**config.mk**
```make
export PLATFORM = sky130hd
export DESIGN_NAME = hazard_ctrl_flat
export DESIGN_NICKNAME = d
export VERILOG_FILES = /design/src/rtl/hazard_ctrl_pkg.sv /design/src/rtl/hazard_ctrl_if.sv /design/src/rtl/hazard_ctrl_fwd_prio.sv /design/src/rtl/hazard_ctrl.sv /design/src/flat_wrapper.sv
export SDC_FILE = /design/constraint.sdc
export NUM_CORES = 1
export LEC_CHECK = 0
export ABC_CLOCK_PERIOD_IN_PS = 2600
export CAP_MARGIN = 20
export CORE_ASPECT_RATIO = 0.5
export CORE_MARGIN = 5
export CORE_UTILIZATION = 40
export DETAILED_ROUTE_END_ITERATION = 10
export PLACE_DENSITY = 0.74
export SLEW_MARGIN = 25
export SYNTH_ARGS = -nofsm -noshare
export SYNTH_HDL_FRONTEND = slang
export SYNTH_HIERARCHICAL = 1
export SYNTH_SLANG_ARGS = --single-unit
```
**constraint.sdc**
```tcl
create_clock -name clk -period 2.6 [get_ports clk]
set_input_delay 0.52 -clock clk [delete_from_list [all_inputs] [get_ports clk]]
set_output_delay 0.52 -clock clk [all_outputs]
set_load 0.02 [all_outputs]
```
**src/rtl/hazard_ctrl_pkg.sv**
```systemverilog
// Shared types and constants for the hazard controller.
// Holds the FSM state enum, x0 constant, fwd_sel encoding and SELW helper.
package hazard_pkg;

    typedef enum logic {
        IDLE  = 1'b0,
        STALL = 1'b1
    } state_e;

    localparam logic [4:0] X0 = 5'd0;

    // fwd_sel encoding: SEL_RF reads the register file, k+1 forwards
    // from forwarding stage k.
    localparam int SEL_RF = 0;

    function automatic int sel_w(input int fwd_stages);
        return $clog2(fwd_stages + 1);
    endfunction

endpackage

```
**src/rtl/hazard_ctrl_if.sv**
```systemverilog
// Pipeline <-> hazard controller bundle.
// master: pipeline side (drives register numbers/enables), slave: controller.
interface hazard_ctrl_if #(
    parameter int NUM_SRC    = 2,
    parameter int FWD_STAGES = 3,
    parameter int SELW       = hazard_pkg::sel_w(FWD_STAGES)
);
    logic [NUM_SRC*5-1:0]    rs_ex;
    logic [NUM_SRC*5-1:0]    rs_id;
    logic [FWD_STAGES*5-1:0] rd_stage;
    logic [FWD_STAGES-1:0]   regwen_stage;
    logic [4:0]              rd_ex;
    logic                    regwen_ex;
    logic                    memrd_ex;
    logic                    branch_taken_ex;

    logic [NUM_SRC*SELW-1:0] fwd_sel;
    logic                    stall_if;
    logic                    stall_id;
    logic                    flush_id;
    logic                    flush_ex;
    logic                    busy;
    logic [31:0]             stall_cnt;

    modport master (
        output rs_ex, rs_id, rd_stage, regwen_stage,
        output rd_ex, regwen_ex, memrd_ex, branch_taken_ex,
        input  fwd_sel, stall_if, stall_id, flush_id, flush_ex,
        input  busy, stall_cnt
    );

    modport slave (
        input  rs_ex, rs_id, rd_stage, regwen_stage,
        input  rd_ex, regwen_ex, memrd_ex, branch_taken_ex,
        output fwd_sel, stall_if, stall_id, flush_id, flush_ex,
        output busy, stall_cnt
    );
endinterface

```
**src/rtl/hazard_ctrl_fwd_prio.sv**
```systemverilog
// Per-operand forwarding priority encoder; youngest matching stage wins.
// Ports: rs_i source reg, rd_stage_i/regwen_stage_i per stage, sel_o fwd_sel.
module fwd_prio
    import hazard_pkg::*;
#(
    parameter int FWD_STAGES = 3,
    parameter int SELW       = sel_w(FWD_STAGES)
) (
    input  logic [4:0]              rs_i,
    input  logic [FWD_STAGES*5-1:0] rd_stage_i,
    input  logic [FWD_STAGES-1:0]   regwen_stage_i,
    output logic [SELW-1:0]         sel_o
);

    // Walk oldest to youngest so the lowest matching index ends up last.
    always_comb begin
        sel_o = SELW'(SEL_RF);
        for (int k = FWD_STAGES - 1; k >= 0; k--) begin
            if (regwen_stage_i[k] && rs_i != X0 &&
                rd_stage_i[5*k +: 5] == rs_i) begin
                sel_o = SELW'(k + 1);
            end
        end
    end

endmodule

```
**src/rtl/hazard_ctrl.sv**
```systemverilog
// Hazard controller beside EX: operand forwarding, load-use / interlock
// stalls, taken-branch flush and a saturating stall-cycle counter.
// Ports: clk, reset (sync, active-high), hif (slave modport of
// hazard_ctrl_if carrying all register numbers, enables and controls).
module hazard_ctrl
    import hazard_pkg::*;
#(
    parameter int NUM_SRC    = 2,
    parameter int FWD_STAGES = 3,
    parameter int LOAD_LAT   = 1,
    parameter int FWD_EN     = 1
) (
    input logic         clk,
    input logic         reset,
    hazard_ctrl_if.slave hif
);

    localparam int SELW = sel_w(FWD_STAGES);
    localparam int CNTW = $clog2(LOAD_LAT + 1);
    localparam logic [CNTW-1:0] CNT_INIT = CNTW'(LOAD_LAT - 1);

    state_e                  state_q, state_d;
    logic [CNTW-1:0]         cnt_q, cnt_d;
    logic [31:0]             stall_cnt_q, stall_cnt_d;
    logic [NUM_SRC*SELW-1:0] sel_raw;
    logic [4:0]              rs;
    logic                    lu, lu_fwd, lu_ilk;
    logic                    stall, brflush;
    logic                    stall_id;

    for (genvar i = 0; i < NUM_SRC; i++) begin : g_op
        fwd_prio #(
            .FWD_STAGES(FWD_STAGES),
            .SELW      (SELW)
        ) u_prio (
            .rs_i          (hif.rs_ex[5*i +: 5]),
            .rd_stage_i    (hif.rd_stage),
            .regwen_stage_i(hif.regwen_stage),
            .sel_o         (sel_raw[SELW*i +: SELW])
        );
    end

    // lu_fwd: only a load in EX can't be forwarded in time.
    // lu_ilk: without forwarding every in-flight writer is a hazard.
    always_comb begin
        lu_fwd = 1'b0;
        lu_ilk = 1'b0;
        rs     = X0;
        for (int i = 0; i < NUM_SRC; i++) begin
            rs = hif.rs_id[5*i +: 5];
            if (rs != X0 && hif.regwen_ex && rs == hif.rd_ex) begin
                lu_fwd = lu_fwd | hif.memrd_ex;
                lu_ilk = 1'b1;
            end
            for (int k = 0; k < FWD_STAGES; k++) begin
                if (rs != X0 && hif.regwen_stage[k] &&
                    rs == hif.rd_stage[5*k +: 5]) begin
                    lu_ilk = 1'b1;
                end
            end
        end
        lu = (FWD_EN != 0) ? lu_fwd : lu_ilk;
    end

    always_comb begin
        state_d = state_q;
        cnt_d   = cnt_q;
        stall   = 1'b0;
        brflush = 1'b0;
        if (hif.branch_taken_ex) begin
            brflush = 1'b1;
            state_d = IDLE;
            cnt_d   = '0;
        end else if (FWD_EN == 0) begin
            stall = lu;
        end else begin
            unique case (state_q)
                IDLE: begin
                    if (lu) begin
                        stall = 1'b1;
                        if (LOAD_LAT > 1) begin
                            state_d = STALL;
                            cnt_d   = CNT_INIT;
                        end
                    end
                end
                STALL: begin
                    stall = 1'b1;
                    // cnt_q == 1 marks the final stall cycle.
                    if (cnt_q <= CNTW'(1)) begin
                        state_d = IDLE;
                        cnt_d   = '0;
                    end else begin
                        cnt_d = cnt_q - CNTW'(1);
                    end
                end
                default: begin
                    state_d = IDLE;
                    cnt_d   = '0;
                end
            endcase
        end
    end

    assign stall_id = !reset && stall;

    assign hif.stall_if  = stall_id;
    assign hif.stall_id  = stall_id;
    assign hif.flush_id  = !reset && brflush;
    assign hif.flush_ex  = !reset && (brflush || stall);
    assign hif.busy      = !reset && (state_q == STALL);
    assign hif.fwd_sel   = (FWD_EN != 0 && !reset) ? sel_raw : '0;
    assign hif.stall_cnt = stall_cnt_q;

    assign stall_cnt_d = (stall_id && stall_cnt_q != '1) ?
                         stall_cnt_q + 32'd1 : stall_cnt_q;

    always_ff @(posedge clk) begin
        if (reset) begin
            state_q     <= IDLE;
            cnt_q       <= '0;
            stall_cnt_q <= '0;
        end else begin
            state_q     <= state_d;
            cnt_q       <= cnt_d;
            stall_cnt_q <= stall_cnt_d;
        end
    end

    a_cnt_no_underflow: assert property (
        @(posedge clk) disable iff (reset)
        state_q == STALL |-> cnt_q != '0
    );

endmodule

```
**src/flat_wrapper.sv**
```systemverilog
// flat-port wrapper written by rule: the top's interface ports become plain ports
module hazard_ctrl_flat import hazard_pkg::*;
#(
    parameter int NUM_SRC    = 2,
    parameter int FWD_STAGES = 3,
    parameter int LOAD_LAT   = 1,
    parameter int FWD_EN     = 1
)
  (clk, reset, hif_rs_ex, hif_rs_id, hif_rd_stage, hif_regwen_stage, hif_rd_ex, hif_regwen_ex, hif_memrd_ex, hif_branch_taken_ex, hif_fwd_sel, hif_stall_if, hif_stall_id, hif_flush_id, hif_flush_ex, hif_busy, hif_stall_cnt);
  hazard_ctrl_if #(.NUM_SRC(NUM_SRC), .FWD_STAGES(FWD_STAGES)) hif_i ();
  input logic clk;
  input logic reset;
  input wire logic [$bits(hif_i.rs_ex)-1:0] hif_rs_ex;
  input wire logic [$bits(hif_i.rs_id)-1:0] hif_rs_id;
  input wire logic [$bits(hif_i.rd_stage)-1:0] hif_rd_stage;
  input wire logic [$bits(hif_i.regwen_stage)-1:0] hif_regwen_stage;
  input wire logic [$bits(hif_i.rd_ex)-1:0] hif_rd_ex;
  input wire logic [$bits(hif_i.regwen_ex)-1:0] hif_regwen_ex;
  input wire logic [$bits(hif_i.memrd_ex)-1:0] hif_memrd_ex;
  input wire logic [$bits(hif_i.branch_taken_ex)-1:0] hif_branch_taken_ex;
  output wire logic [$bits(hif_i.fwd_sel)-1:0] hif_fwd_sel;
  output wire logic [$bits(hif_i.stall_if)-1:0] hif_stall_if;
  output wire logic [$bits(hif_i.stall_id)-1:0] hif_stall_id;
  output wire logic [$bits(hif_i.flush_id)-1:0] hif_flush_id;
  output wire logic [$bits(hif_i.flush_ex)-1:0] hif_flush_ex;
  output wire logic [$bits(hif_i.busy)-1:0] hif_busy;
  output wire logic [$bits(hif_i.stall_cnt)-1:0] hif_stall_cnt;
  assign hif_i.rs_ex = hif_rs_ex;
  assign hif_i.rs_id = hif_rs_id;
  assign hif_i.rd_stage = hif_rd_stage;
  assign hif_i.regwen_stage = hif_regwen_stage;
  assign hif_i.rd_ex = hif_rd_ex;
  assign hif_i.regwen_ex = hif_regwen_ex;
  assign hif_i.memrd_ex = hif_memrd_ex;
  assign hif_i.branch_taken_ex = hif_branch_taken_ex;
  assign hif_fwd_sel = hif_i.fwd_sel;
  assign hif_stall_if = hif_i.stall_if;
  assign hif_stall_id = hif_i.stall_id;
  assign hif_flush_id = hif_i.flush_id;
  assign hif_flush_ex = hif_i.flush_ex;
  assign hif_busy = hif_i.busy;
  assign hif_stall_cnt = hif_i.stall_cnt;
  hazard_ctrl #(.NUM_SRC(NUM_SRC), .FWD_STAGES(FWD_STAGES), .LOAD_LAT(LOAD_LAT), .FWD_EN(FWD_EN)) u_core (.clk(clk), .reset(reset), .hif(hif_i));
endmodule
```
; Word-level counts from Yosys, hierarchy flattened
; Index checks and enable logic that the tools add are counted.
[word_totals]
ff_bits = 34
in_bits = 48
output_inout_bits = 41
wordCells = 61
[op_classes]
add_sub_neg = 2
n_lt_le_gt_ge = 1
eq_ne = 9
n_mux = 15
bitwise_logic = 2
reduce_logical = 29
[op_table]
columns = cell, n
row1 = $eq 5x5->1, 8
row2 = $add 32x1->32 const B, 1
row3 = $ne 32x32->1 const B, 1
row4 = $logic_and 1x1->1, 21
row5 = $reduce_bool 5->1, 4
row6 = $mux 2, 6
row7 = $mux 1, 7
row8 = $mux 4, 1
row9 = $reduce_or 3->1, 1
row10 = $pmux 1 s2, 1
row11 = $reduce_or 2->1, 1
row12 = $le 1x1->1 const B, 1
row13 = $logic_not 1->1, 1
row14 = $logic_or 1x1->1, 1
row15 = $not 1->1, 1
row16 = $or 1x1->1, 1
row17 = $sub 1x1->1 const B, 1

; Longest topological paths before layout
; Gate-level depths: netlist of run 1.
[logic_depth]
depth_word = 11
mapped_depth = 10
ltp_nobuf = 7

; Cells and area by module
; Netlist of run 1, hierarchy kept.
[modules_own_cells]
columns = mod, n_inst, cells_each, area_each_um2, seq_area_each_um2
row1 = hazard_ctrl, 1, 238, 1918.1, 640.6
row2 = fwd_prio, 2, 27, 203.9, 0.0

; Least setup slack after synthesis of run 1
; Ideal clock, no wire load.
[synth_timing]
kind = input to output
start = input port hif_rs_id[0]
end = output port hif_stall_if
arrival_ns = 1.868
t_required_ns = 2.080
setup_slack_ns = 0.212
stages = 5
path_buffers = 1
path_cell_list = or4_1 -> a21oi_1 -> nor4_2 -> or2_2 -> buf_4
[synth_between]
elab_chain_cells = 10
word_cells_on_any_way = 11
cone_classes = 1 x eq/ne / 5 x mux / 1 x bitwise / 4 x reduce/logical
[synth_lines]
columns = item, line
row1 = start: declaration, flat_wrapper.sv:14  ; input wire logic [$bits(hif_i.rs_id)-1:0] hif_rs_id;
row2 = $reduce_bool 5->1, hazard_ctrl.sv:51  ; if (rs != X0 && hif.regwen_ex && rs == hif.rd_ex) begin
row3 = $logic_and 1x1->1, hazard_ctrl.sv:51
row4 = $logic_and 1x1->1 *, hazard_ctrl.sv:51
row5 = $mux 1 *, hazard_ctrl.sv:51
row6 = $or 1x1->1, hazard_ctrl.sv:52  ; lu_fwd = lu_fwd | hif.memrd_ex;
row7 = $mux 1 *, hazard_ctrl.sv:51
row8 = $mux 1 *, hazard_ctrl.sv:79  ; if (lu) begin
row9 = $pmux 1 s2 *, hazard_ctrl.sv:77  ; unique case (state_q)
row10 = $mux 1 *, hazard_ctrl.sv:70  ; if (hif.branch_taken_ex) begin
row11 = $logic_and 1x1->1 *, hazard_ctrl.sv:105  ; assign stall_id = !reset && stall;
row12 = end: declaration, flat_wrapper.sv:22  ; output wire logic [$bits(hif_i.stall_if)-1:0] hif_stall_if;
; Every way passes the cells marked *; elsewhere a longest branch is shown, timed or not.

; Worst setup path in the final report of run 1
[layout_timing]
start = input port hif_rs_ex[2]
end = output port hif_fwd_sel[0]
[layout_between]
elab_chain_cells = 7
word_cells_on_any_way = 14
cone_classes = 3 x eq/ne / 4 x mux / 7 x reduce/logical
[layout_lines]
columns = item, line
row1 = start: declaration, flat_wrapper.sv:13  ; input wire logic [$bits(hif_i.rs_ex)-1:0] hif_rs_ex;
row2 = $reduce_bool 5->1, hazard_ctrl_fwd_prio.sv:19  ; if (regwen_stage_i[k] && rs_i != X0 &&
row3 = $logic_and 1x1->1 (2 in a row), hazard_ctrl_fwd_prio.sv:19
row4 = $mux 2 (2 in a row), hazard_ctrl_fwd_prio.sv:19
row5 = $mux 2 *, hazard_ctrl_fwd_prio.sv:19
row6 = net u_core.sel_raw[0], hazard_ctrl.sv:25  ; logic [NUM_SRC*SELW-1:0] sel_raw;
row7 = $mux 4 *, hazard_ctrl.sv:112  ; assign hif.fwd_sel = (FWD_EN != 0 && !reset) ? sel_raw : '0;
row8 = end: declaration, flat_wrapper.sv:21  ; output wire logic [$bits(hif_i.fwd_sel)-1:0] hif_fwd_sel;
; The timed path passes the listed nets; every way through them passes the cells marked *.

==> results.sh, run 1 <==
export IMPL_outcome="complete, no violations"
export IMPL_antenna_found_initial=0
export IMPL_slew_viol_final=0
export IMPL_grt_pass1_vias=2637
export IMPL_die_area_um2=7530
export IMPL_area_growth_pct=62.0
export IMPL_final_nets=461
export IMPL_row_count=19
export IMPL_max_stage_delay_ps=490
export IMPL_regToRegSetupSlack_ps=240
export IMPL_r2r_start="u_core/hif.stall_cnt[1]$_SDFFE_PP0P_"
export IMPL_cts_tree="done"
export IMPL_grt_pass1_wl_um=12000
export IMPL_numCtsBuffers=5
export IMPL_overflow=0
export IMPL_p_per_area_nw_per_um2=353
export IMPL_leakagePower_nw=1.38
export IMPL_clkLatencyLatePin_ps=270
export IMPL_synth_fa_ha_area_share_pct=0.538
export IMPL_cp_cell_sequence="dlygate4sd2_1, buf_4, xor2_1, or4_4, a21o_1, nor2b_2, buf_6"
export IMPL_end_kind="output pin"
export IMPL_min_period_ps=2550
export IMPL_drtPass1Iterations=4
export IMPL_peakVddDrop_uv=250
export IMPL_die_h_um=63.9
export IMPL_hold_end="u_core/hif.stall_cnt[31]$_SDFFE_PP0P_"
export IMPL_timing_hold_ws_ps=482
export IMPL_synth_seq_cells=32
export IMPL_fmax_mhz=392
export IMPL_clkSinkCount=32
export IMPL_fin_util_pct=67.7
export IMPL_portBuffers=87
export IMPL_ant_nets=0
export IMPL_worst_hold_startpoint="u_core/hif.stall_cnt[31]$_SDFFE_PP0P_"
export IMPL_synth_flop_cell="dfxtp_1"
export IMPL_hold_path_class="register to register"
export IMPL_ys_seq_area_share_pct=27.5
export IMPL_routedWlPerCell_um=15.2
export IMPL_relSlewSlack_pct=59.3
export IMPL_placed_area_um2=3500
export IMPL_synth_area_mux_share_pct=2.37
export IMPL_worstPathRequired_ps=2080
export IMPL_synthCells=292
export IMPL_synth_top_family_by_area="simple AND/OR/NAND/NOR gates"
export IMPL_remaining_drc_errors=0
export IMPL_start_kind="input pin"
export IMPL_via_per_inst=5.44
export IMPL_drive_above_1_share_pct=22.3
export IMPL_synth_area_leader_cell="dfxtp_1"
export IMPL_path_clk_slew_ps=50
export IMPL_arrival_ps=2030
export IMPL_hold_depth=1
export IMPL_finalInstanceArea_um2=3770
export IMPL_worst_setup_path_type="input pin to output pin"
export IMPL_critical_path_top_delay_family="simple AND/OR/NAND/NOR gates"
export IMPL_io_pins=89
export IMPL_drtIter0Drc=166
export IMPL_synth_compound_area_share_pct=14.0
export IMPL_yosys_top_cells_area="dfxtp_1 (28%), xnor2_1 (13%), or3_1 (5.9%), a21oi_1 (5.2%), o21ai_0 (4.1%)"
export IMPL_critPathBufInv=3
export IMPL_initial_utilization_pct=41.8
export IMPL_worstRegToRegCells=8
export IMPL_grt_max_degree=44
export IMPL_num_vias=2640
export IMPL_crit_path_max_fanout=3
export IMPL_die_x_um=118
export IMPL_setup_viol=0
export IMPL_synthesis_area_um2=2330
export IMPL_fin_worst_skew_ps=2.10
export IMPL_synthSimpleGateAreaFrac_pct=35.2
export IMPL_synthArstFlopShare_pct=0
export IMPL_yosys_warnings=6
export IMPL_cap_viol_max_count=0
export IMPL_grt_use_total_pct=18.5
export IMPL_place_detailed_hpwl_um=5590
export IMPL_diodes=0
export IMPL_finalPower_mw=1.33
export IMPL_cpMaxStageDelayCell="or4_4"
export IMPL_ys_types=44
export IMPL_largest_reg_flops=32
export IMPL_gp_congestion=0.936
export IMPL_fin_crit_sh_pct=98.1
export IMPL_syn_avg_cell_area_um2=7.97
export IMPL_synth_top_area_share_pct=27.5
export IMPL_final_common_cell="clkdlybuf4s50_1"
export IMPL_worst_pin_slew_ps=601
export IMPL_fp_coreArea_um2=5560
export IMPL_hold_viol=0
export IMPL_syn_nets=341
export IMPL_synthXorXnorAreaFrac_pct=16.2
export IMPL_r2r_end="u_core/hif.stall_cnt[28]$_SDFFE_PP0P_"
export IMPL_htreeDepth=2
export IMPL_clk_path_buf_depth=2
export IMPL_wirelength_um=7390
export IMPL_root_buffer="clkbuf_16"
export IMPL_synth_edf_count=0
export IMPL_layout_common_cells="clkdlybuf4s50_1 (49), buf_4 (39), xnor2_1 (34), dfxtp_1 (32), dlygate4sd2_1 (22)"
export IMPL_ctsHoldBuffers=0
what timing repair did:
action	4_1_cts	5_1_grt
endpoints found under the hold margin	0	0
resized for setup	76	37
setup buffers	1	0
pin swaps	10	16
setup endpoints to repair	10	17
cell families (layout without fill, tap and decap cells):
| logic type | after synthesis | in the layout |
|---|---|---|
| multiplexers | 5 | 5 |
| flip-flops | 32 | 32 |
| adder cells (fa/ha/maj) | 1 | 1 |
| AO/OA/AOI/OAI | 57 | 57 |
| other | 1 | 1 |
| AND/OR/NAND/NOR | 137 | 137 |
| XOR/XNOR | 43 | 43 |
| buffers and inverters | 16 | 136 |
stage by stage:
stage	TNS [ps]	instances	worst slack, ps
2_1_floorplan	0	292	212
3_3_place_gp	-8680	477	-648
3_5_place_dp	-11050	477	-705
4_1_cts	0	485	4.14
5_1_grt	-7.65	485	-6.24
6_report	0	485	49.1
Yosys cell counts (2+ instances only):
| library cell | count |
|---|---|
| a2111oi_0 | 3 |
| a21o_1 | 2 |
| a21oi_1 | 24 |
| and2_1 | 2 |
| and3_1 | 5 |
| and4_1 | 6 |
| buf_4 | 4 |
| buf_6 | 2 |
| clkbuf_1 | 5 |
| dfxtp_1 | 32 |
| inv_1 | 3 |
| mux2_2 | 4 |
| nand2_1 | 15 |
| nand3_1 | 16 |
| nand4_1 | 14 |
| nor2_1 | 20 |
| nor2b_1 | 10 |
| nor3_1 | 3 |
| nor4_1 | 6 |
| nor4_4 | 2 |
| o21ai_0 | 19 |
| o21ai_1 | 2 |
| o31ai_1 | 2 |
| or3_1 | 22 |
| or3_2 | 2 |
| or4_1 | 8 |
| xnor2_1 | 34 |
| xor2_1 | 9 |
routing by layer:
metal | vias to the layer above | GRT usage, % | wire length [um]
met5 | - | 0 | 0
met3 | 12 | 5.11 | 398
met2 | 80 | 33.5 | 3690
met4 | 0 | 6.87 | 129
met1 | 1237 | 21.2 | 3170
li1 | 1311 | - | -
where the power goes:
group | switching (mW) | internal [mW] | total [mW]
combinational | 0.108 | 0.133 | 0.241
sequential | 0.0000487 | 0.491 | 0.491
clock | 0.196 | 0.401 | 0.597
total | 0.304 | 1.03 | 1.33
layout make-up:
type | instances | area [um2]
Timing Repair Buffer | 126 | 1150
Inverter | 3 | 11.3
Fill cell | 471 | 1800
Multi-Input combinational cell | 244 | 1730
Tap cell | 73 | 91.3
Clock buffer | 7 | 153
Sequential cell | 32 | 641
how the worst max path moves through the flow:
stage / cells past startpoint / from / end
2_1_floorplan: 5 / hif_rs_id[0] / hif_stall_if
4_1_cts: 4 / reset / hif_flush_id
3_3_place_gp: 7 / hif_rs_ex[1] / hif_fwd_sel[0]
3_5_place_dp: 7 / hif_rs_ex[9] / hif_fwd_sel[2]
5_1_grt: 7 / hif_rd_stage[2] / hif_fwd_sel[2]
6_report: 7 / hif_rs_ex[2] / hif_fwd_sel[0]
worst reg2reg max path: stages (launching register included):
cell       delay, ps
dfxtp_1          420
ha_1             230
nand3_1          200
nor4_4           330
o311ai_1         280
a2111oi_1        430
buf_4            190
xnor2_1          100
nor2_1            60
Note: power is estimated with default switching activity, not from simulation.
==> run 2: changes to the inputs <==
ABC_CLOCK_PERIOD_IN_PS = default   (was 2600)
CORE_MARGIN = default   (was 5)
CORE_UTILIZATION = 45   (was 40)
PLACE_DENSITY = 0.82   (was 0.74)
==> run 2 against run 1 <==
Against the previous run:
- worst setup slack worse by 85 ps
- highest routed layer unchanged
- clock power shrank 33%
- non-clock buffer count did not move
- critical path type unchanged
- power shrank 14%
- critical endpoint is now hif_flush_ex
- clock-buffer cell count up 1
- largest cell class unchanged
- the run now ends with setup timing left
- sequential cell count unchanged
==> results.sh, run 2 (same netlist as run 1, synthesis figures left out) <==
export IMPL_place_detailed_hpwl_um=5300
export IMPL_overflow=0
export IMPL_routedWlPerCell_um=15.1
export IMPL_fillerInstances=367
export IMPL_final_common_cell="clkdlybuf4s50_1"
export IMPL_clkLatencyLatePin_ps=290
export IMPL_die_h_um=52.8
export IMPL_drtPass1Iterations=4
export IMPL_grt_pass1_wl_um=10800
export IMPL_seqPwrFrac_pct=42.9
export IMPL_grt_pass1_vias=2441
export IMPL_drtIter0Drc=70
export IMPL_crit_path_start="hif_rs_id[5]"
export IMPL_min_period_ps=2640
export IMPL_place_inst=473
export IMPL_numCtsBuffers=5
export IMPL_slew_viol_final=0
export IMPL_drive_above_1_share_pct=24.0
export IMPL_diodes=0
export IMPL_outcome="finished with violations"
export IMPL_p_per_area_nw_per_um2=308
export IMPL_fin_cells=483
export IMPL_portBuffers=87
export IMPL_hold_path_class="register to register"
export IMPL_worst_setup_path_type="input pin to output pin"
export IMPL_antenna_found_initial=0
export IMPL_layout_common_cells="clkdlybuf4s50_1 (46), buf_4 (40), dfxtp_1 (32), xnor2_1 (28), a21oi_1 (22)"
export IMPL_p_sw_share_pct=26.3
export IMPL_setup_viol=1
export IMPL_wirelength_um=7290
export IMPL_max_stage_delay_ps=450
export IMPL_fin_worst_skew_ps=8.69
export IMPL_p_clk_share_pct=35.2
export IMPL_grt_use_total_pct=24.8
export IMPL_initial_utilization_pct=46.9
export IMPL_via_per_inst=5.58
export IMPL_root_buffer="clkbuf_8"
export IMPL_violations="setup timing"
export IMPL_worstPathRequired_ps=2080
export IMPL_critical_path_top_delay_family="simple AND/OR/NAND/NOR gates"
export IMPL_p_comb_share_pct=21.9
export IMPL_peakVddDrop_uv=204
export IMPL_crit_path_max_fanout=2
export IMPL_fin_crit_sh_pct=101
export IMPL_critPathBufInv=2
export IMPL_hold_viol=0
export IMPL_arrival_ps=2120
export IMPL_switching_power_mw=0.300
export IMPL_cpMaxStageDelayCell="clkdlybuf4s50_1"
export IMPL_num_vias=2693
export IMPL_clk_path_buf_depth=2
export IMPL_fmax_mhz=379
export IMPL_relSlewSlack_pct=63.3
export IMPL_ant_nets=0
export IMPL_dp_slack_ps=-698
export IMPL_htreeDepth=2
export IMPL_largest_reg_flops=32
export IMPL_end_kind="output pin"
export IMPL_cap_viol_max_count=0
export IMPL_final_nets=461
export IMPL_fp_coreArea_um2=4950
export IMPL_gp_congestion=0.924
export IMPL_r2r_start="u_core/hif.stall_cnt[1]$_SDFFE_PP0P_"
export IMPL_die_area_um2=5480
export IMPL_clkSinkCount=32
export IMPL_cts_tree="done"
export IMPL_p_int_mw=0.841
export IMPL_worst_hold_startpoint="u_core/hif.stall_cnt[31]$_SDFFE_PP0P_"
export IMPL_die_x_um=104
export IMPL_grt_max_degree=44
export IMPL_cp_cell_sequence="clkdlybuf4s50_1, xnor2_1, nand2_1, or3_4, nand2_2, a21oi_1, nor2_1, buf_4"
export IMPL_path_clk_slew_ps=70
export IMPL_leakagePower_nw=1.40
export IMPL_tns_ps=-35.5
export IMPL_area_growth_pct=59.5
export IMPL_worst_pin_slew_ps=542
export IMPL_row_count=18
export IMPL_fin_ws_ps=-35.5
export IMPL_rsz0062_at_grt="yes"
export IMPL_remaining_drc_errors=0
export IMPL_io_pins=89
export IMPL_start_kind="input pin"
[run 2: area by class of cell]
type | instances | area (um2) | area share [%]
inverter | 3 | 11.3 | 0.303
timing repair buffer | 126 | 1130 | 30.6
clock buffer | 8 | 90.1 | 2.43
tap | 70 | 87.6 | 2.36
multi-input combinational | 244 | 1750 | 47.1
sequential | 32 | 641 | 17.3
[run 2: power groups by stage]
stage	Sequential (mW)	Combinational (mW)	Clock, mW
2_1_floorplan	0.501	0.0903	0
3_3_place_gp	0.501	0.227	0
3_5_place_dp	0.501	0.234	0
4_1_cts	0.490	0.229	0.410
5_1_grt	0.490	0.264	0.433
6_report	0.490	0.250	0.401
[run 2: repair_timing]
action | 4_1_cts | 5_1_grt
gates resized for setup | 87 | 41
endpoints found under the hold margin | 0 | 0
setup endpoints to repair | 10 | 20
pin swaps | 13 | 10
hold buffers | 0 | 0
setup buffers | 2 | 0
[run 2: path summary, 6_finish.rpt]
kind | depth (start not counted) | end | slack, ps
hold reg to reg | 1 | u_core/hif.stall_cnt[31]$_SDFFE_PP0P_ | 510
setup reg to reg | 7 | u_core/hif.stall_cnt[26]$_SDFFE_PP0P_ | 190
hold / removal | 1 | u_core/hif.stall_cnt[31]$_SDFFE_PP0P_ | 510
setup / recovery | 8 | hif_flush_ex | -40
[run 2: metal layers]
| metal | share of wire (%) | GRT usage (%) | up-vias | wire (um) |
|---|---|---|---|---|
| met5 | 0 | 0 | - | 0 |
| met4 | 2.5 | 10.7 | 0 | 180 |
| met3 | 5.4 | 4.60 | 19 | 395 |
| met2 | 51 | 49.7 | 98 | 3700 |
| met1 | 41 | 26.5 | 1268 | 3010 |
| li1 | - | - | 1308 | - |
[run 2: stage by stage]
step / hold slack, ps / util, % / power [mW] / instance area [um2]
4_1_cts: 488 / 72.8 / 1.13 / 3600
2_1_floorplan: 570 / - / 0.592 / 2330
6_report: 505 / 74.9 / 1.14 / 3710
3_5_place_dp: 471 / 70.5 / 0.735 / 3490
5_1_grt: 518 / 74.9 / 1.19 / 3710
3_3_place_gp: 479 / 70.5 / 0.728 / 3490
==> run 3: changes to the inputs <==
CORE_UTILIZATION = 44   (was 45)
MAX_ROUTING_LAYER = met4   (was default)
PLACE_DENSITY = 0.81   (was 0.82)
SYNTH_HIERARCHICAL = default   (was 1)
==> run 3 against run 2 <==
Against the previous run:
- the flow now finishes without violations
- critical endpoint is now hif_fwd_sel[3]
- worst setup slack better by 78 ps
- fmax increased by 3.1%
- highest routed layer unchanged
- sequential cell count unchanged
- critical path type unchanged
- via count decreased by 3.9%
==> results.sh, run 3 <==
export IMPL_outcome="complete, no violations"
export IMPL_worstPathRequired_ps=2080
export IMPL_synthesis_area_um2=2290
export IMPL_drtPass1Iterations=5
export IMPL_clk_path_buf_depth=2
export IMPL_remaining_drc_errors=0
export IMPL_fp_coreArea_um2=4980
export IMPL_io_pins=89
export IMPL_synth_common_cells="dfxtp_1 (32), a21oi_1 (25), xnor2_1 (24)"
export IMPL_grt_pass1_vias=2417
export IMPL_start_kind="input pin"
export IMPL_synth_edf_count=0
export IMPL_p_per_area_nw_per_um2=319
export IMPL_row_count=18
export IMPL_min_period_ps=2560
export IMPL_synthXorXnorAreaFrac_pct=16.7
export IMPL_antenna_found_initial=0
export IMPL_worst_setup_path_type="input pin to output pin"
export IMPL_synth_area_leader_cell="dfxtp_1"
export IMPL_synth_fa_ha_area_share_pct=0.546
export IMPL_fin_cells=471
export IMPL_die_h_um=53.1
export IMPL_final_nets=450
export IMPL_fin_util_pct=72.6
export IMPL_hold_viol=0
export IMPL_layout_common_cells="clkdlybuf4s50_1 (52), dfxtp_1 (32), buf_4 (31), a21oi_1 (24), xnor2_1 (23)"
export IMPL_path_clk_slew_ps=60
export IMPL_initial_utilization_pct=46.1
export IMPL_wirelength_um=7100
export IMPL_syn_avg_cell_area_um2=8.08
export IMPL_grt_max_degree=37
export IMPL_synthArstFlopShare_pct=0
export IMPL_yosys_top_cells_area="dfxtp_1 (28%), xnor2_1 (9.2%), xor2_1 (6.1%), a21oi_1 (5.5%), or3_1 (5.5%)"
export IMPL_finalInstanceArea_um2=3610
export IMPL_syn_nets=333
export IMPL_yosysMostFrequentCell="dfxtp_1"
export IMPL_synth_seq_cells=32
export IMPL_peakVddDrop_uv=212
export IMPL_htreeDepth=2
export IMPL_largest_reg_flops=32
export IMPL_die_x_um=104
export IMPL_slew_viol_final=0
export IMPL_drtIter0Drc=56
export IMPL_arrival_ps=2040
export IMPL_grt_pass1_wl_um=10900
export IMPL_leakagePower_nw=1.30
export IMPL_area_growth_pct=57.6
export IMPL_yosys_warnings=0
export IMPL_drive_above_1_share_pct=20.7
export IMPL_placed_area_um2=3440
export IMPL_ys_seq_area_share_pct=27.9
export IMPL_cap_viol_max_count=0
export IMPL_via_per_inst=5.50
export IMPL_numCtsBuffers=5
export IMPL_fin_worst_skew_ps=6.57
export IMPL_synthSimpleGateAreaFrac_pct=32.1
export IMPL_end_kind="output pin"
export IMPL_ys_types=43
export IMPL_fmax_mhz=391
export IMPL_fin_crit_sh_pct=98.3
export IMPL_die_area_um2=5520
export IMPL_synth_top_area_share_pct=27.9
export IMPL_synth_area_mux_share_pct=0.927
export IMPL_routedWlPerCell_um=15.1
export IMPL_crit_path_max_fanout=3
export IMPL_clkLatencyLatePin_ps=290
export IMPL_portBuffers=87
export IMPL_hold_path_class="register to register"
export IMPL_final_common_cell="clkdlybuf4s50_1"
export IMPL_diodes=0
export IMPL_clkSinkCount=32
export IMPL_ant_nets=0
export IMPL_place_inst=464
export IMPL_synth_compound_area_share_pct=17.2
export IMPL_place_detailed_hpwl_um=5300
export IMPL_synth_flop_cell="dfxtp_1"
export IMPL_num_vias=2589
export IMPL_gp_congestion=0.911
export IMPL_root_buffer="clkbuf_8"
export IMPL_ctsHoldBuffers=0
export IMPL_cts_setup_buffers=0
export IMPL_setup_viol=0
export IMPL_synth_top_family_by_area="simple AND/OR/NAND/NOR gates"
export IMPL_cts_tree="done"
export IMPL_rsz0062_at_grt="no"
export IMPL_overflow=0
export IMPL_grt_use_total_pct=26.1
export IMPL_synthCells=284
run 3: power by group:
part | internal, mW | switching, mW
Clock | 0.236 | 0.188
Combinational | 0.129 | 0.111
Sequential | 0.490 | 0.000125
Total | 0.855 | 0.299
run 3: worst paths after layout:
| kind | startpoint | end | slack, ps | cells past startpoint |
|---|---|---|---|---|
| worst max register to register | u_core.hif.stall_cnt[0]$_SDFFE_PP0P_ | u_core.hif.stall_cnt[29]$_SDFFE_PP0P_ | 430 | 8 |
| worst max-delay path | hif_rs_ex[5] | hif_fwd_sel[3] | 40 | 7 |
| worst min register to register | u_core.hif.stall_cnt[31]$_SDFFE_PP0P_ | u_core.hif.stall_cnt[31]$_SDFFE_PP0P_ | 500 | 2 |
| worst min-delay path | u_core.hif.stall_cnt[31]$_SDFFE_PP0P_ | u_core.hif.stall_cnt[31]$_SDFFE_PP0P_ | 500 | 2 |
run 3: cell families after synthesis:
kind of cell / after synthesis
AND/OR/NAND/NOR: 124
AO/OA/AOI/OAI: 66
XOR/XNOR: 42
flip-flops: 32
buffers and inverters: 16
multiplexers: 2
adder cells (fa/ha/maj): 1
other: 1
run 3: critical path: stages:
cell and delay, ps:
dlygate4sd2_1 270, or4_4 170, nor2_4 40, or4_4 540, nor2b_1 150, nor3_1 160
buf_4 180
run 3: layout make-up:
cell class	count	area (um2)
repair buffers	121	1110
clock buffers	7	96.3
flip-flops and latches	32	641
inverters	5	31.3
fillers	382	1360
multi-input cells	236	1650
well taps	70	87.6
run 3: timing repair:
item | in CTS | in global routing
pin swaps | 9 | 17
setup endpoints to repair | 8 | 25
resized for setup | 72 | 26
gates cloned | 0 | 0
run 3: per-layer routing:
metal | wire length, um | GRT usage, % | up-vias
li1 | - | - | 1276
met1 | 2890 | 27.3 | 1197
met2 | 3510 | 48.8 | 91
met3 | 423 | 6.16 | 25
met4 | 269 | 11.7 | 0
met5 | 0 | - | -
run 3: metrics by stage:
step / power, mW / hold WS, ps / worst slack (ps) / setup TNS [ps]
6_report: 1.15 / 501 / 42.9 / 0
5_1_grt: 1.20 / 526 / 4.55 / 0
4_1_cts: 1.15 / 501 / 1.50 / 0
3_5_place_dp: 0.735 / 487 / -690 / -7650
3_3_place_gp: 0.726 / 475 / -647 / -5440
2_1_floorplan: 0.593 / 559 / 191 / 0
==> variant 1: new RTL, config.mk and constraints of run 1 <==
`NUM_SRC` is set to 2 in 3 places; all go to 4.
--- a/src/rtl/hazard_ctrl_if.sv
+++ b/src/rtl/hazard_ctrl_if.sv
@@ -2,5 +2,5 @@
 // master: pipeline side (drives register numbers/enables), slave: controller.
 interface hazard_ctrl_if #(
-    parameter int NUM_SRC    = 2,
+    parameter int NUM_SRC    = 4,
     parameter int FWD_STAGES = 3,
     parameter int SELW       = hazard_pkg::sel_w(FWD_STAGES)
--- a/src/rtl/hazard_ctrl.sv
+++ b/src/rtl/hazard_ctrl.sv
@@ -6,5 +6,5 @@
     import hazard_pkg::*;
 #(
-    parameter int NUM_SRC    = 2,
+    parameter int NUM_SRC    = 4,
     parameter int FWD_STAGES = 3,
     parameter int LOAD_LAT   = 1,
--- a/src/flat_wrapper.sv
+++ b/src/flat_wrapper.sv
@@ -2,5 +2,5 @@
 module hazard_ctrl_flat import hazard_pkg::*;
 #(
-    parameter int NUM_SRC    = 2,
+    parameter int NUM_SRC    = 4,
     parameter int FWD_STAGES = 3,
     parameter int LOAD_LAT   = 1,
Ports: changed (resized hif_fwd_sel, hif_rs_ex and hif_rs_id); port bits go from 89 to 113. The function was not compared with the original's and may differ.
==> variant 1 against run 1 <==
- setup slack worse by 0.0079 ns
- sequential cell count stayed put
- global-route usage is 0.13 points higher
- non-clock buffer count is 39 higher
- routed wire length is 29% higher
- power is 12% higher
- area after synthesis is 26% higher
- sequential power hardly changed
- cell count is 30% higher
- clock power is 1% lower
- critical path depth is 1 higher
- final area is 25% higher
- largest cell class unchanged
- highest routed layer unchanged
==> variant 1: results (changes against run 1) <==
- Register area share after synthesis: 21.8% (was 27.5%)
- Max VDD drop: 245 µV (was 250 µV)
- Critical path peak fanout: 2 (was 3)
- Nets: 602 (was 461)
- Cells after synthesis: 382 (was 292)
- GR Util All Layers: 18.6% (was 18.5%)
- Routed vias: 3338 (was 2640)
- 1st-iter DRT viols: 166 (unchanged)
- P_leak: 0.00184 µW (was 0.00138 µW)
- Number of stages on the worst hold path: 2 (was 1)
- Crit path max-delay cell type: or4_4 (unchanged)
- RePlAce Congestion: 0.873 (was 0.936)
- WL met3: 339 µm (was 398 µm)
- Routed length on met2: 4.61 mm (was 3.69 mm)
- Synth Net Count: 451 (was 341)
- Hpwl dp: 7.11 mm (was 5.59 mm)
- Vias in the first global route: 3066 (was 2637)
- Netlist cell types: 39 (was 44)
- # diodes: 0 (unchanged)
- Outcome: complete, no violations (unchanged)
- Slew HR: 58.1% (was 59.3%)
- Final Skew: 0.00712 ns (was 0.00210 ns)
- Worst r2r path cells: 7 (was 8)
- Final WL: 9.54 mm (was 7.39 mm)
- Dpl cell area: 4440 µm² (was 3500 µm²)
- Max incr delay on CP: 0.53 ns (was 0.49 ns)
- Final hold vios: 0 (unchanged)
- Share of async-settable or async-resettable flops after synthesis: 0% (unchanged)
- Max Used Layer: met4 (unchanged)
- CP Capture Type: primary output (unchanged)
- Commonest cells in the netlist: xnor2_1 (57), dfxtp_1 (32), a21oi_1 (27), nand4_1 (27), nand2_1 (25) (was xnor2_1 (34), dfxtp_1 (32), a21oi_1 (24), or3_1 (22), nor2_1 (20))
- Placed Instances: 615 (was 477)
- Syn. warnings: 6 (unchanged)
- Max reg flops: 32 (unchanged)
- # fillers: 620 (was 471)
- Share of post-route cells with drive strength above 1: 30.1% (was 22.3%)
- CTS buffer count: 5 (unchanged)
- Area contributors post-synth: dfxtp_1 (22%), xnor2_1 (17%), or4_1 (5.9%) (was dfxtp_1 (28%), xnor2_1 (13%), or3_1 (5.9%))
- Wire length of the first global-routing pass: 14.9 mm (was 12.0 mm)
- I/O Buffers: 111 (was 87)
- M1 wire length: 4.54 mm (was 3.17 mm)
- DR vias/cell: 5.30 (was 5.44)
- R2R Setup Slk: 0.18 ns (was 0.24 ns)
- Clock root buffer: clkbuf_16 (unchanged)
- Largest net degree at the start of global routing: 26 (was 44)
-- variant 1: cell count changes after synthesis, moves of 10 or more --
cell	delta
xnor2_1	+23
nand4_1	+13
xor2_1	+10
nand2_1	+10
or4_1	+15
or3_1	-10
-- variant 1: repair_timing --
| item | 4_1_cts | 5_1_grt |
|---|---|---|
| pin swaps | 15 | 40 |
| cloned | 0 | 1 |
| resized for setup | 137 | 97 |
| setup buffers | 2 | 4 |
| endpoints found under the setup margin | 41 | 31 |
-- variant 1: critical path, delay by kind of cell --
family	cells	cell delay, ns
buffers and inverters	2	0.42
AND/OR/NAND/NOR	4	0.89
AO/OA/AOI/OAI	1	0.05
XOR/XNOR	1	0.16
-- variant 1: worst paths after layout --
| check | startpoint | endpoint |
|---|---|---|
| worst max-delay path | hif_rs_id[2] | hif_flush_ex |
| worst min-delay path | u_core/hif.stall_cnt[8] | u_core/hif.stall_cnt[8] |
| worst max register to register | u_core/hif.stall_cnt[0] | u_core/hif.stall_cnt[30] |
| worst min register to register | u_core/hif.stall_cnt[8] | u_core/hif.stall_cnt[8] |
-- variant 1: cell families (layout without fill, tap and decap cells) --
group / Yosys count / in the layout / share of synthesized area (%)
multiplexers: 8 / 8 / 3.06
flip-flops: 32 / 32 / 21.8
buffers and inverters: 25 / 177 / 4.04
AND/OR/NAND/NOR: 178 / 178 / 35.6
adder cells (fa/ha/maj): 1 / 1 / 0.425
AO/OA/AOI/OAI: 61 / 61 / 12.3
XOR/XNOR: 76 / 76 / 22.6
other: 1 / 1 / 0.128
-- variant 1: through the flow --
step | total power (µW) | hold slack [ns] | utilization, % | setup WS (ns)
detailed placement | 891 | 0.492 | 61.4 | -0.788
finish | 1490 | 0.500 | 65.3 | 0.0412
global placement | 886 | 0.483 | 61.4 | -0.763
global route | 1560 | 0.526 | 65.3 | -0.00298
floorplan | 673 | 0.559 | - | 0.0334
CTS | 1480 | 0.500 | 64.2 | -0.0421
-- variant 1: layer usage --
| metal | vias up | track usage, % |
|---|---|---|
| met5 | - | 0 |
| met4 | 0 | 4.45 |
| met3 | 4 | 3.27 |
| met2 | 70 | 31.7 |
| met1 | 1561 | 24.8 |
| li1 | 1703 | - |
-- variant 1: report_power, final --
| part | internal, µW | leakage [µW] | switching [µW] |
|---|---|---|---|
| logic | 207 | 0.00151 | 196 |
| registers | 491 | 0.000258 | 0.222 |
| clock network | 377 | 0.0000766 | 213 |
| total | 1080 | 0.00184 | 410 |
-- variant 1: area by class of cell --
cell class	instances	area (µm²)	share of cell area, %
Timing Repair Buffer	165	1380	29.2
Clock inverter	2	10.0	0.212
Multi-Input combinational cell	325	2420	51.3
Clock buffer	6	139	2.94
Tap cell	96	120	2.54
Inverter	4	15.0	0.318
Sequential cell	32	641	13.6
==> variant 2: new RTL, flow settings as in run 1 <==
Made on the original files. Make the reset (`reset`) asynchronous in one clocked block.
--- a/src/rtl/hazard_ctrl.sv
+++ b/src/rtl/hazard_ctrl.sv
@@ -116,5 +116,5 @@
                          stall_cnt_q + 32'd1 : stall_cnt_q;
 
-    always_ff @(posedge clk) begin
+    always_ff @(posedge clk or posedge reset) begin
         if (reset) begin
             state_q     <= IDLE;
Behaviour: differs if reset is asserted again (counterexample within 4 cycles, from zero or initial values and one cycle with reset high); with reset held inactive, the same outputs for 10 cycles.
==> variant 2 against run 1 <==
- setup slack better by 0.016 ns
- global-route usage increased by 0.33 points
- combinational power is 7% higher
- via count is 14% lower
- critical path depth unchanged
- sequential cell count is the same
- first-iteration DRC count fell by 27%
- area after synthesis is 2.0% higher
- sequential share of layout area rose by 4.6 points
- power is 7.2% higher
- utilization fell by 1.6 points
- final area fell by 1.5%
- routed wire length decreased by 5.7%
- critical endpoint is now hif_fwd_sel[2]
==> variant 2: results (changes against run 1) <==
- WP data arrival: 2.01 ns (was 2.03 ns)
- Clk pwr share: 45.8% (was 44.9%)
- Routed vias: 2261 (was 2640)
- Netlist cell types: 42 (was 44)
- Nets: 407 (was 461)
- Fmax: 0.395 GHz (was 0.392 GHz)
- Worst r2r path cells: 5 (was 8)
- RePlAce Congestion: 0.918 (was 0.936)
- Met1 global-route usage: 21.0% (was 21.2%)
- Final Skew: 0.00641 ns (was 0.00210 ns)
- Place WS: -0.726 ns (was -0.705 ns)
- Area contributors post-synth: dfrtp_1 (34%), xor2_1 (14%), xnor2_1 (12%) (was dfxtp_1 (28%), xnor2_1 (13%), or3_1 (5.9%))
- P_leak: 0.00171 µW (was 0.00138 µW)
- Hold EP: u_core/hif.stall_cnt[14] (was u_core/hif.stall_cnt[31])
- Max VDD drop: 249 µV (was 250 µV)
- WL met3: 309 µm (was 398 µm)
- Share of post-route cells with drive strength above 1: 26.7% (was 22.3%)
- Register area share after synthesis: 33.7% (was 27.5%)
- Final WL: 6.97 mm (was 7.39 mm)
- Share of async-settable or async-resettable flops after synthesis: 100% (was 0%)
- Outcome: complete, no violations (unchanged)
- 1st-iter DRT viols: 122 (was 166)
- RR Endpoint: u_core/hif.stall_cnt[1] (was u_core/hif.stall_cnt[28])
- Worst Min Path Start: u_core/hif.stall_cnt[14] (was u_core/hif.stall_cnt[31])
- Cell Count, Final, Fillers Out: 432 (was 485)
- Critical path peak fanout: 4 (was 3)
- Largest net degree at the start of global routing: 33 (was 44)
- Placed Instances: 423 (was 477)
- Worst setup path end: hif_fwd_sel[2] (was hif_fwd_sel[0])
- Critical path origin: hif_rs_ex[7] (was hif_rs_ex[2])
- Vias in the first global route: 2519 (was 2637)
- P_clk: 653 µW (was 597 µW)
- M1 wire length: 2.79 mm (was 3.17 mm)
- RR Startpoint: u_core/hif.stall_cnt[21] (was u_core/hif.stall_cnt[1])
- Hpwl dp: 5.35 mm (was 5.59 mm)
- Wire length of the first global-routing pass: 12.0 mm (about the same)
- Cells after synthesis: 244 (was 292)
- Comb. pwr: 259 µW (was 241 µW)
- Net Switching: 331 µW (was 304 µW)
- GR Util All Layers: 18.8% (was 18.5%)
- Routed length on met2: 3.73 mm (was 3.69 mm)
- Synth Net Count: 293 (was 341)
- Met3 GRT Util: 4.87% (was 5.11%)
-- variant 2: cell types whose count changed in the layout (fill, tap and decap cells not counted), sizes merged, moves of 13 or more --
cell / delta
xor2: +28
a21oi: -21
or3: -20
dfxtp: -32
o21ai: -20
dfrtp: +32
buf: -13
nor3: +21
-- variant 2: repair_timing --
action	in CTS	in global routing
endpoints found under the setup margin	7	7
setup buffers	1	0
gates resized for setup	61	46
endpoints found under the hold margin	0	0
pin swaps	4	19
hold buffers	0	0
-- variant 2: critical path, cell delays in order --
cell,delay [ns]
clkdlybuf4s15_1,0.25
or4_4,0.52
nor2_4,0.17
nor3_1,0.08
a21o_1,0.17
nor2b_2,0.14
buf_4,0.15
-- variant 2: final cells by class --
class,instances,area (µm²)
clock buffer,6,129
clock inverter,2,35.0
fill,453,1900
inverter,7,26.3
multi-input combinational,199,1620
sequential,32,801
tap,73,91.3
timing repair buffer,113,1000
-- variant 2: logic make-up (layout without fill, tap and decap cells) --
| family | after synthesis | in the layout | synth area share, % |
|---|---|---|---|
| mux | 1 | 1 | 0.474 |
| fa+ha+maj | 1 | 1 | 0.527 |
| compound gates | 11 | 11 | 3.85 |
| buf+inv | 13 | 128 | 3.37 |
| flops | 32 | 32 | 33.7 |
| xor+xnor | 69 | 69 | 25.5 |
| simple gates | 116 | 116 | 32.4 |
| other cells | 1 | 1 | 0.158 |
-- variant 2: metrics by stage --
step / instance area [µm²] / util [%] / hold WS, ns
3_3_place_gp: 3480 / 62.1 / 0.476
4_1_cts: 3620 / 64.5 / 0.487
5_1_grt: 3710 / 66.1 / 0.520
2_1_floorplan: 2370 / - / 0.589
6_report: 3710 / 66.1 / 0.481
3_5_place_dp: 3480 / 62.1 / 0.480
